## config.mk

```make
export PLATFORM = sky130hd
export DESIGN_NAME = uart_word_receiver
export DESIGN_NICKNAME = d
export VERILOG_FILES = /design/src/rtl/uart_pkg.sv /design/src/rtl/uart_byte_rx.sv /design/src/rtl/uart_word_receiver.sv
export SDC_FILE = /design/constraint.sdc
export NUM_CORES = 1
export LEC_CHECK = 0
export ABC_AREA = 1
export BUFFER_PORTS_ARGS = -buffer_cell sky130_fd_sc_hd__buf_4
export CORE_MARGIN = 2
export CORE_UTILIZATION = 64
export DETAILED_ROUTE_END_ITERATION = 10
export GPL_ROUTABILITY_DRIVEN = 0
export PLACE_DENSITY = 0.85
export SETUP_SLACK_MARGIN = 0.3
export SYNTH_ARGS = -nofsm -noshare
export SYNTH_HDL_FRONTEND = slang
export SYNTH_SLANG_ARGS = --single-unit
```

## constraint.sdc

```tcl
create_clock -name clk_in -period 5.55 [get_ports clk_in]
set_input_delay 0 -clock clk_in [delete_from_list [all_inputs] [get_ports clk_in]]
set_output_delay 0 -clock clk_in [all_outputs]
set_load 0.005 [all_outputs]
```

## src/rtl/uart_pkg.sv

```systemverilog
// uart_pkg: shared UART state type, data width and baud helper for the rx/tx pair
package uart_pkg;
  localparam int UART_DATA_BITS = 8;
  typedef enum logic [2:0] {IDLE, START, DATA, STOP, BREAK} rx_state_e;
  function automatic int baud_period(input int freq, input int baud);
    return freq / baud;
  endfunction
endpackage

```

## src/rtl/uart_byte_rx.sv

```systemverilog
// uart_byte_rx: rx pin synchroniser and 8N1 mid-bit sampling byte receiver
module uart_byte_rx import uart_pkg::*; #(
  parameter int BAUD_PERIOD = 10416
) (
  input  logic                      clk_i,
  input  logic                      rst_i,
  input  logic                      rx_i,
  output logic [UART_DATA_BITS-1:0] byte_o,
  output logic                      valid_o,
  output logic                      frame_err_o,
  output logic                      idle_o
);
  localparam int HALF_PERIOD = BAUD_PERIOD / 2;
  localparam int CW = $clog2(BAUD_PERIOD + 1);
  localparam int BW = $clog2(UART_DATA_BITS);
  rx_state_e state_q, state_d;
  logic [1:0] sync_q;
  logic [CW-1:0] cnt_q, cnt_d;
  logic [BW-1:0] bit_q, bit_d;
  logic [UART_DATA_BITS-1:0] shift_q, shift_d;
  logic rx_s, half_done, baud_done;
  assign rx_s = sync_q[1];
  assign half_done = cnt_q == CW'(HALF_PERIOD - 1);
  assign baud_done = cnt_q == CW'(BAUD_PERIOD - 1);
  assign byte_o = shift_q;
  assign idle_o = state_q == IDLE;
  // sync flops preset high so reset release never looks like a start bit
  always_ff @(posedge clk_i or posedge rst_i) begin
    if (rst_i) begin
      sync_q  <= 2'b11;
      state_q <= IDLE;
      cnt_q   <= '0;
      bit_q   <= '0;
      shift_q <= '0;
    end else begin
      sync_q  <= {sync_q[0], rx_i};
      state_q <= state_d;
      cnt_q   <= cnt_d;
      bit_q   <= bit_d;
      shift_q <= shift_d;
    end
  end
  always_comb begin
    state_d = state_q;
    cnt_d = cnt_q + 1'b1;
    bit_d = bit_q;
    shift_d = shift_q;
    valid_o = 1'b0;
    frame_err_o = 1'b0;
    case (state_q)
      IDLE: begin
        cnt_d = '0;
        if (!rx_s) state_d = START;
      end
      START: if (half_done) begin
        cnt_d = '0;
        bit_d = '0;
        state_d = rx_s ? IDLE : DATA;
      end
      DATA: if (baud_done) begin
        cnt_d = '0;
        shift_d = {rx_s, shift_q[UART_DATA_BITS-1:1]};
        bit_d = bit_q + 1'b1;
        if (bit_q == BW'(UART_DATA_BITS - 1)) state_d = STOP;
      end
      STOP: if (baud_done) begin
        cnt_d = '0;
        valid_o = rx_s;
        frame_err_o = !rx_s;
        state_d = rx_s ? IDLE : BREAK;
      end
      BREAK: begin
        cnt_d = '0;
        if (rx_s) state_d = IDLE;
      end
      default: state_d = IDLE;
    endcase
  end
endmodule

```

## src/rtl/uart_word_receiver.sv

```systemverilog
// uart_word_receiver: packs received UART bytes into WORD_BYTES-wide words,
// dropping a partial word after TIMEOUT_BITS idle bit periods or a framing error
module uart_word_receiver import uart_pkg::*; #(
  parameter int INPUT_CLOCK_FREQ = 100_000_000,
  parameter int BAUD_RATE        = 9600,
  parameter int WORD_BYTES       = 4,
  parameter int TIMEOUT_BITS     = 20
) (
  input  logic                    clk_in,
  input  logic                    rst_in,
  input  logic                    rx_wire_in,
  output logic [7:0]              byte_out,
  output logic                    byte_valid_out,
  output logic [8*WORD_BYTES-1:0] word_out,
  output logic                    word_valid_out,
  output logic                    frame_err_out,
  output logic                    timeout_out
);
  localparam int BP = baud_period(INPUT_CLOCK_FREQ, BAUD_RATE);
  localparam int LIMIT = TIMEOUT_BITS * BP;
  localparam int IW = WORD_BYTES > 1 ? $clog2(WORD_BYTES) : 1;
  localparam int TW = $clog2(LIMIT + 1);
  localparam int WW = 8 * WORD_BYTES;
  logic good, err, idle, last, run, hit;
  logic [7:0] rx_byte, byte_q, byte_d;
  logic [IW-1:0] idx_q, idx_d;
  logic [TW-1:0] tmo_q, tmo_d;
  logic [WW-1:0] buf_q, buf_d, word_q, word_d;
  logic bv_q, wv_q, fe_q, to_q;
  uart_byte_rx #(.BAUD_PERIOD(BP)) u_rx (
    .clk_i      (clk_in),
    .rst_i      (rst_in),
    .rx_i       (rx_wire_in),
    .byte_o     (rx_byte),
    .valid_o    (good),
    .frame_err_o(err),
    .idle_o     (idle)
  );
  always_comb begin
    last = idx_q == IW'(WORD_BYTES - 1);
    run = idle && idx_q != '0;
    hit = run && tmo_q == TW'(LIMIT - 1);
    buf_d = buf_q;
    for (int k = 0; k < WORD_BYTES; k++)
      if (good && idx_q == IW'(k)) buf_d[k*8 +: 8] = rx_byte;
    word_d = good && last ? buf_d : word_q;
    byte_d = good ? rx_byte : byte_q;
    idx_d = err || hit || (good && last) ? '0 : good ? idx_q + 1'b1 : idx_q;
    tmo_d = run && !hit ? tmo_q + 1'b1 : '0;
  end
  always_ff @(posedge clk_in or posedge rst_in) begin
    if (rst_in) begin
      byte_q <= '0;
      idx_q  <= '0;
      tmo_q  <= '0;
      buf_q  <= '0;
      word_q <= '0;
      bv_q   <= 1'b0;
      wv_q   <= 1'b0;
      fe_q   <= 1'b0;
      to_q   <= 1'b0;
    end else begin
      byte_q <= byte_d;
      idx_q  <= idx_d;
      tmo_q  <= tmo_d;
      buf_q  <= buf_d;
      word_q <= word_d;
      bv_q   <= good;
      wv_q   <= good && last;
      fe_q   <= err;
      to_q   <= hit;
    end
  end
  assign byte_out = byte_q;
  assign byte_valid_out = bv_q;
  assign word_out = word_q;
  assign word_valid_out = wv_q;
  assign frame_err_out = fe_q;
  assign timeout_out = to_q;
endmodule

```

======== Word-level counts from Yosys, hierarchy flattened ========
Cells that the tools add are included.
word-level totals
  register bits after elaboration ......... 126
  input bits .............................. 3
  output and inout port bits .............. 44
cells by class
  add/subtract/negate cells ............... 4
  equal/unequal tests ..................... 17
  muxes and demuxes ....................... 26
  reductions and logical operators ........ 21
operator list
  operator                                                number
  one-hot mux 14 bit (3 select lines)                     1
  2-to-1 mux 8 bit                                        4
  2-to-1 mux 14 bit                                       2
  2-to-1 mux 3 bit                                        9
  adder 18 x 1 -> 18 bit (second input constant)          1
  equality test 18 bit (second input constant)            1
  2-to-1 mux 18 bit                                       1
  one-hot mux 3 bit (5 select lines)                      1
  adder 14 x 1 -> 14 bit (second input constant)          1
  equality test 14 x 13 -> 1 bit (second input constant)  1
  equality test 14 bit (second input constant)            1
  inequality test 2 x 1 -> 1 bit (second input constant)  5
  logical AND 1 bit                                       7
  equality test 3 x 2 -> 1 bit (second input constant)    2
  equality test 3 bit (second input constant)             2
  2-to-1 mux 2 bit                                        3
  one-hot mux 3 bit (2 select lines)                      1
  AND reduction 6 bit                                     1
  nonzero test 2 bit                                      3
  equality test 2 bit (second input constant)             2
  2-to-1 mux 1 bit                                        4
  OR reduction 2 bit                                      2
  adder 3 x 1 -> 3 bit (second input constant)            1
  equality test 3 x 1 -> 1 bit (second input constant)    1
  other kinds (9)                                         11

======== Logic depth before layout (Yosys ltp) ========
  word-level depth ........................ 6
  depth in mapped cells ................... 12
  mapped depth without buffers ............ 11

======== Modules after synthesis ========
A second synthesis with hierarchy kept.
second synthesis, totals
  cells, all modules ...................... 607
  area total of the unflattened synthesis .. 5266.3 um2
modules (own cells, without submodules)
  module              times used  cells an instance  area each (um2)  sequential area each (um2)
  uart_word_receiver  1           403                3667.3           2202.1
  uart_byte_rx        1           204                1599.0           753.2

======== Least setup slack after synthesis ========
No wires, ideal clock.
  kind .................................... register to register
  start point ............................. reg tmo_q[0]
  end point ............................... reg tmo_q[0]
  library setup time ...................... 0.122 ns
  arrival time ............................ 1.532 ns
  slack ................................... 3.896 ns
  cell stages (with the launch flop) ...... 8
  buffers on the path ..................... 1
  period minus slack after synthesis ...... 1.654 ns
  cell sequence ........................... dfrtp_1 ha_1 nand3_1 nor2_1 nand3_1 nand2_1 buf_2 nor2_1
between the ends
  cells in the longest elaborated chain, start to end .. 5
RTL lines
  item                                                            RTL line                  RTL
  start, declared                                                 uart_word_receiver.sv:27  logic [TW-1:0] tmo_q, tmo_d;
  start signal, assigned                                          uart_word_receiver.sv:65  tmo_q <= tmo_d;
  branches (longest 4 deep; another with adder 18 x 1 -> 18 bit)  --
  2-to-1 mux 18 bit (*)                                           uart_word_receiver.sv:49  tmo_d = run && !hit ? tmo_q + 1'b1 : '0;
  named net tmo_d[0]                                              uart_word_receiver.sv:27
Mark *: on every way through the listed nets, which the timed path passes.
A chain may end at the register's enable or synchronous reset.

======== Worst setup path after layout ========
  start point ............................. reg u_rx.cnt_q[0]
  end point ............................... reg word_q[8], in the netlist word_out[8]
between the ends
  cells in the longest elaborated chain, start to end .. 5
RTL lines
  item                      RTL line                  RTL
  start, declared           uart_byte_rx.sv:18        logic [CW-1:0] cnt_q, cnt_d;
  start signal, assigned    uart_byte_rx.sv:38        cnt_q <= cnt_d;
  equality test 14 bit (*)  uart_byte_rx.sv:24        assign baud_done = cnt_q == CW'(BAUD_PERIOD - 1);
  2-to-1 mux 1 bit (*)      uart_byte_rx.sv:66        STOP: if (baud_done) begin
  2-to-1 mux 1 bit (*)      uart_byte_rx.sv:50        case (state_q)
  named net good            uart_word_receiver.sv:24  logic good, err, idle, last, run, hit;
  logical AND 1 bit         uart_word_receiver.sv:45  if (good && idx_q == IW'(k)) buf_d[k*8 +: 8] = rx_byte;
  2-to-1 mux 8 bit          uart_word_receiver.sv:45
  end signal, assigned      uart_word_receiver.sv:67  word_q <= word_d;
  end, declared             uart_word_receiver.sv:28  logic [WW-1:0] buf_q, buf_d, word_q, word_d;
Mark *: on every way through the listed nets, which the timed path passes. The rest lies on a longest branch.

==> reports/metrics.yaml <==
pwr:
  vdd_drop_max_mv: 0.275
  swShare_pct: 22.2
  p_total_mw: 1.89
  p_switching_uw: 420
  internal_power_mw: 1.47
  power_frac_seq_pct: 45.6
  clkPwrFrac_pct: 53.3
  power_leakage_nw: 3.24
  pwr-share-comb_pct: 1.1
  pwr_density_cell_mw_per_mm2: 296
grt:
  antenna_found_initial: 0
  grt_overflow_total: 0
  grt_pass1_vias: 4527
  grt_max_degree: 77
  grt_pass1_wl_um: 21000
  grtUsageTotal_pct: 28.0
worst_setup_path:
  reg2reg_to: "word_out[8]$_DFFE_PP0P_"
  critPathLaunchType: "flop"
  path_class: "reg -> reg"
  r2r-start: "u_rx.cnt_q[0]$_DFF_PP0_"
  endpoint_kind: "flop"
  required_ns: 6.00
  regToRegSetupSlack_ns: 3.04
  reg2regPathDepth: 11
  crit_arrival_ns: 2.96
  worstPathMaxFanout: 29
placed_design:
  pre_cts_slack_ns: 3.09
  dp_cells: 775
  place_area_sq_mm: 0.00582
  hpwl_um: 8090
  io_buffers: 46
yosys:
  netlist_area_sq_mm: 0.00550
  syn_inst: 641
  postSynthAreaPerCell_sq_um: 8.59
  synthArstFlopShare_pct: 100
  synth_top_area_share_pct: 52.7
  synth_ff_type: "dfrtp_1"
  yosys.area.top_type: "dfrtp_1"
  synth.area.top_cells: "dfrtp_1 (53%), nand2_1 (16%), nor2_1 (4.0%)"
  ys_seq_area_share_pct: 53.7
  synth-seq-cells: 118
  synth_edf_count: 0
  ys_warn_count: 0
  ys_types: 36
  synth_nets: 652
timing:
  setup_ws_ns: 3.04
  maxSlewViolCount: 0
  min_period_ns: 2.51
  setup_tns_ns: 0
  rsz0062_at_grt: "no"
  slew_headroom_pct: 37.6
  tightest_slew_ns: 0.936
  finalSetupViolCount: 0
  period_share_pct: 45.2
  skew_ns: 0.0103
  holdWs_ns: 0.0804
  hold_violations: 0
  fmax_mhz: 398
die:
  fp.dieW_um: 96.7
  initial_core_util_pct: 66.7
  dieArea_sq_mm: 0.00936
  core.rowCount: 33
  core-area_sq_mm: 0.00826
  die_h_um: 96.7
  ios: 47
drt:
  wl_met1_um: 5170
  wl_met3_um: 707
  ant_nets: 0
  topRoutingLayerUsed: "met4"
  vias_per_cell: 5.56
  drc: 0
  wl_per_cell_um: 15.3
  wirelength_um: 12400
  drtIter0Drc: 337
  vias: 4499
  dr_wl_met2_um: 6170
  first_pass_iters: 5
layout:
  post-route-util_pct: 77.5
  layout.nets: 702
  antenna_cells: 0
  regArea_sq_mm: 0.00296
  final_layout_size_suffix_gt1_share_pct: 14.9
  instances_no_fill: 809
  postLayoutCellArea_sq_mm: 0.00640
  area_growth_pct: 16.3
  num-fill-cells: 550
  multiInputGateArea_sq_mm: 0.00215
clocking:
  numCtsBuffers: 17
  htreeDepth: 4
  clock_latency_ns: 0.52
  path_clk_slew_ns: 0.06
  cts_setup_buffers: 0
  cts_tree: "built"
  clock_sinks: 118
  clockBufferDepth: 2
  cts_root_buf: "clkbuf_8"
min_path:
  hold_class: "in -> async"
outcome:
  outcome: "completed"
job:
  drv_cap: 0
placed cells by master, fill, tap and decap left out, drive strengths merged, types with 2 or more instances in the layout:
master / netlist / final
buf: 17 / 47
clkbuf: 1 / 18
xor2: 9 / 9
nand3: 39 / 39
xnor2: 2 / 2
o21ai: 25 / 25
dfstp: 2 / 2
nor4: 2 / 2
nor2: 64 / 64
dfrtp: 116 / 116
clkinv: 1 / 7
inv: 56 / 59
and3: 4 / 4
nand4: 32 / 32
dlygate4sd3: 0 / 2
nor3: 21 / 21
a31oi: 3 / 3
clkinvlp: 0 / 4
nand2: 232 / 232
a21oi: 4 / 4
ha: 8 / 8
sequential cells by signal, indices dropped and copies added, names as in the netlist, 2 cells and up:
signal,cells
word_out,32
buf_q,24
tmo_q,18
u_rx.cnt_q,14
byte_out,8
u_rx.byte_o,8
u_rx.bit_q,3
u_rx.state_q,3
idx_q,2
u_rx.sync_q,2
what timing repair did:
action,CTS,global route
hold buffers,2,0
gates resized for setup,0,0
hold endpoints to repair,43,0
logic make-up (layout without fill, tap and decap cells):
group | after synthesis | after routing | synth area share [%]
adder cells (fa/ha/maj) | 8 | 8 | 1.82
AO/OA/AOI/OAI | 33 | 33 | 3.11
buffers and inverters | 75 | 138 | 7.25
flip-flops | 118 | 118 | 53.7
AND/OR/NAND/NOR | 396 | 396 | 32.4
XOR/XNOR | 11 | 11 | 1.75
worst max-delay path, stage by stage, from the launching register on:
cell and delay, ns:
dfrtp_1 0.38, ha_1 0.24, nand2_2 0.10, nor2_4 0.15, nand3_2 0.11, nor2_4 0.60, nand2_4 0.27, inv_6 0.15
nand2_8 0.13, clkinv_8 0.15, nand2_1 0.07, nand2_1 0.07
routing by layer:
metal  GRT usage [%]  up-vias
li1                -     2156
met1            35.1     2142
met2            45.7      161
met3            7.37       40
met4            13.1        0
met5               0        -
cells in the mapped netlist, types with 2 or more instances:
master   instances
buf_6            3
buf_4            2
nor2_4           3
a21oi_1          4
nand3_2          4
xor2_1           9
nor2_2           2
nand2_1        228
dfrtp_1        116
and3_1           4
inv_2            5
inv_1           50
ha_1             8
xnor2_1          2
nor2_1          59
nand3_4          3
a31oi_1          3
nor3_1          21
nand3_1         32
buf_2            7
o21ai_0         24
nor4_1           2
buf_8            4
nand2_4          2
dfstp_2          2
nand4_1         32
worst max-delay path by stage:
stage	start	endpoint	slack [ns]	cells past startpoint
after floorplan	rst_in	buf_q[0]$_DFF_PP0_	2.42	1
after global placement	u_rx.cnt_q[0]$_DFF_PP0_	word_out[2]$_DFFE_PP0P_	3.23	11
after detailed placement	u_rx.cnt_q[0]$_DFF_PP0_	word_out[23]$_DFFE_PP0P_	3.09	11
after CTS	u_rx.cnt_q[0]$_DFF_PP0_	word_out[8]$_DFFE_PP0P_	3.04	11
after global routing	u_rx.cnt_q[0]$_DFF_PP0_	word_out[13]$_DFFE_PP0P_	2.82	11
final	u_rx.cnt_q[0]$_DFF_PP0_	word_out[8]$_DFFE_PP0P_	3.04	11
layout make-up:
class	count	share of cell area, %
repair buffers	49	5.83
clock buffers	18	6.69
multi-input cells	448	33.6
clock inverters	14	1.99
flip-flops and latches	118	46.2
inverters	57	3.66
well taps	105	2.05
power groups by stage:
stage          Clock, mW  Combinational, mW  Sequential, mW
5_1_grt             1.06             0.0241           0.862
6_report            1.01             0.0200           0.863
4_1_cts             1.02             0.0212           0.863
3_3_place_gp           0             0.0191           0.878
2_1_floorplan          0             0.0134           0.878
3_5_place_dp           0             0.0199           0.878
Note: power is estimated with default switching activity, not from simulation.
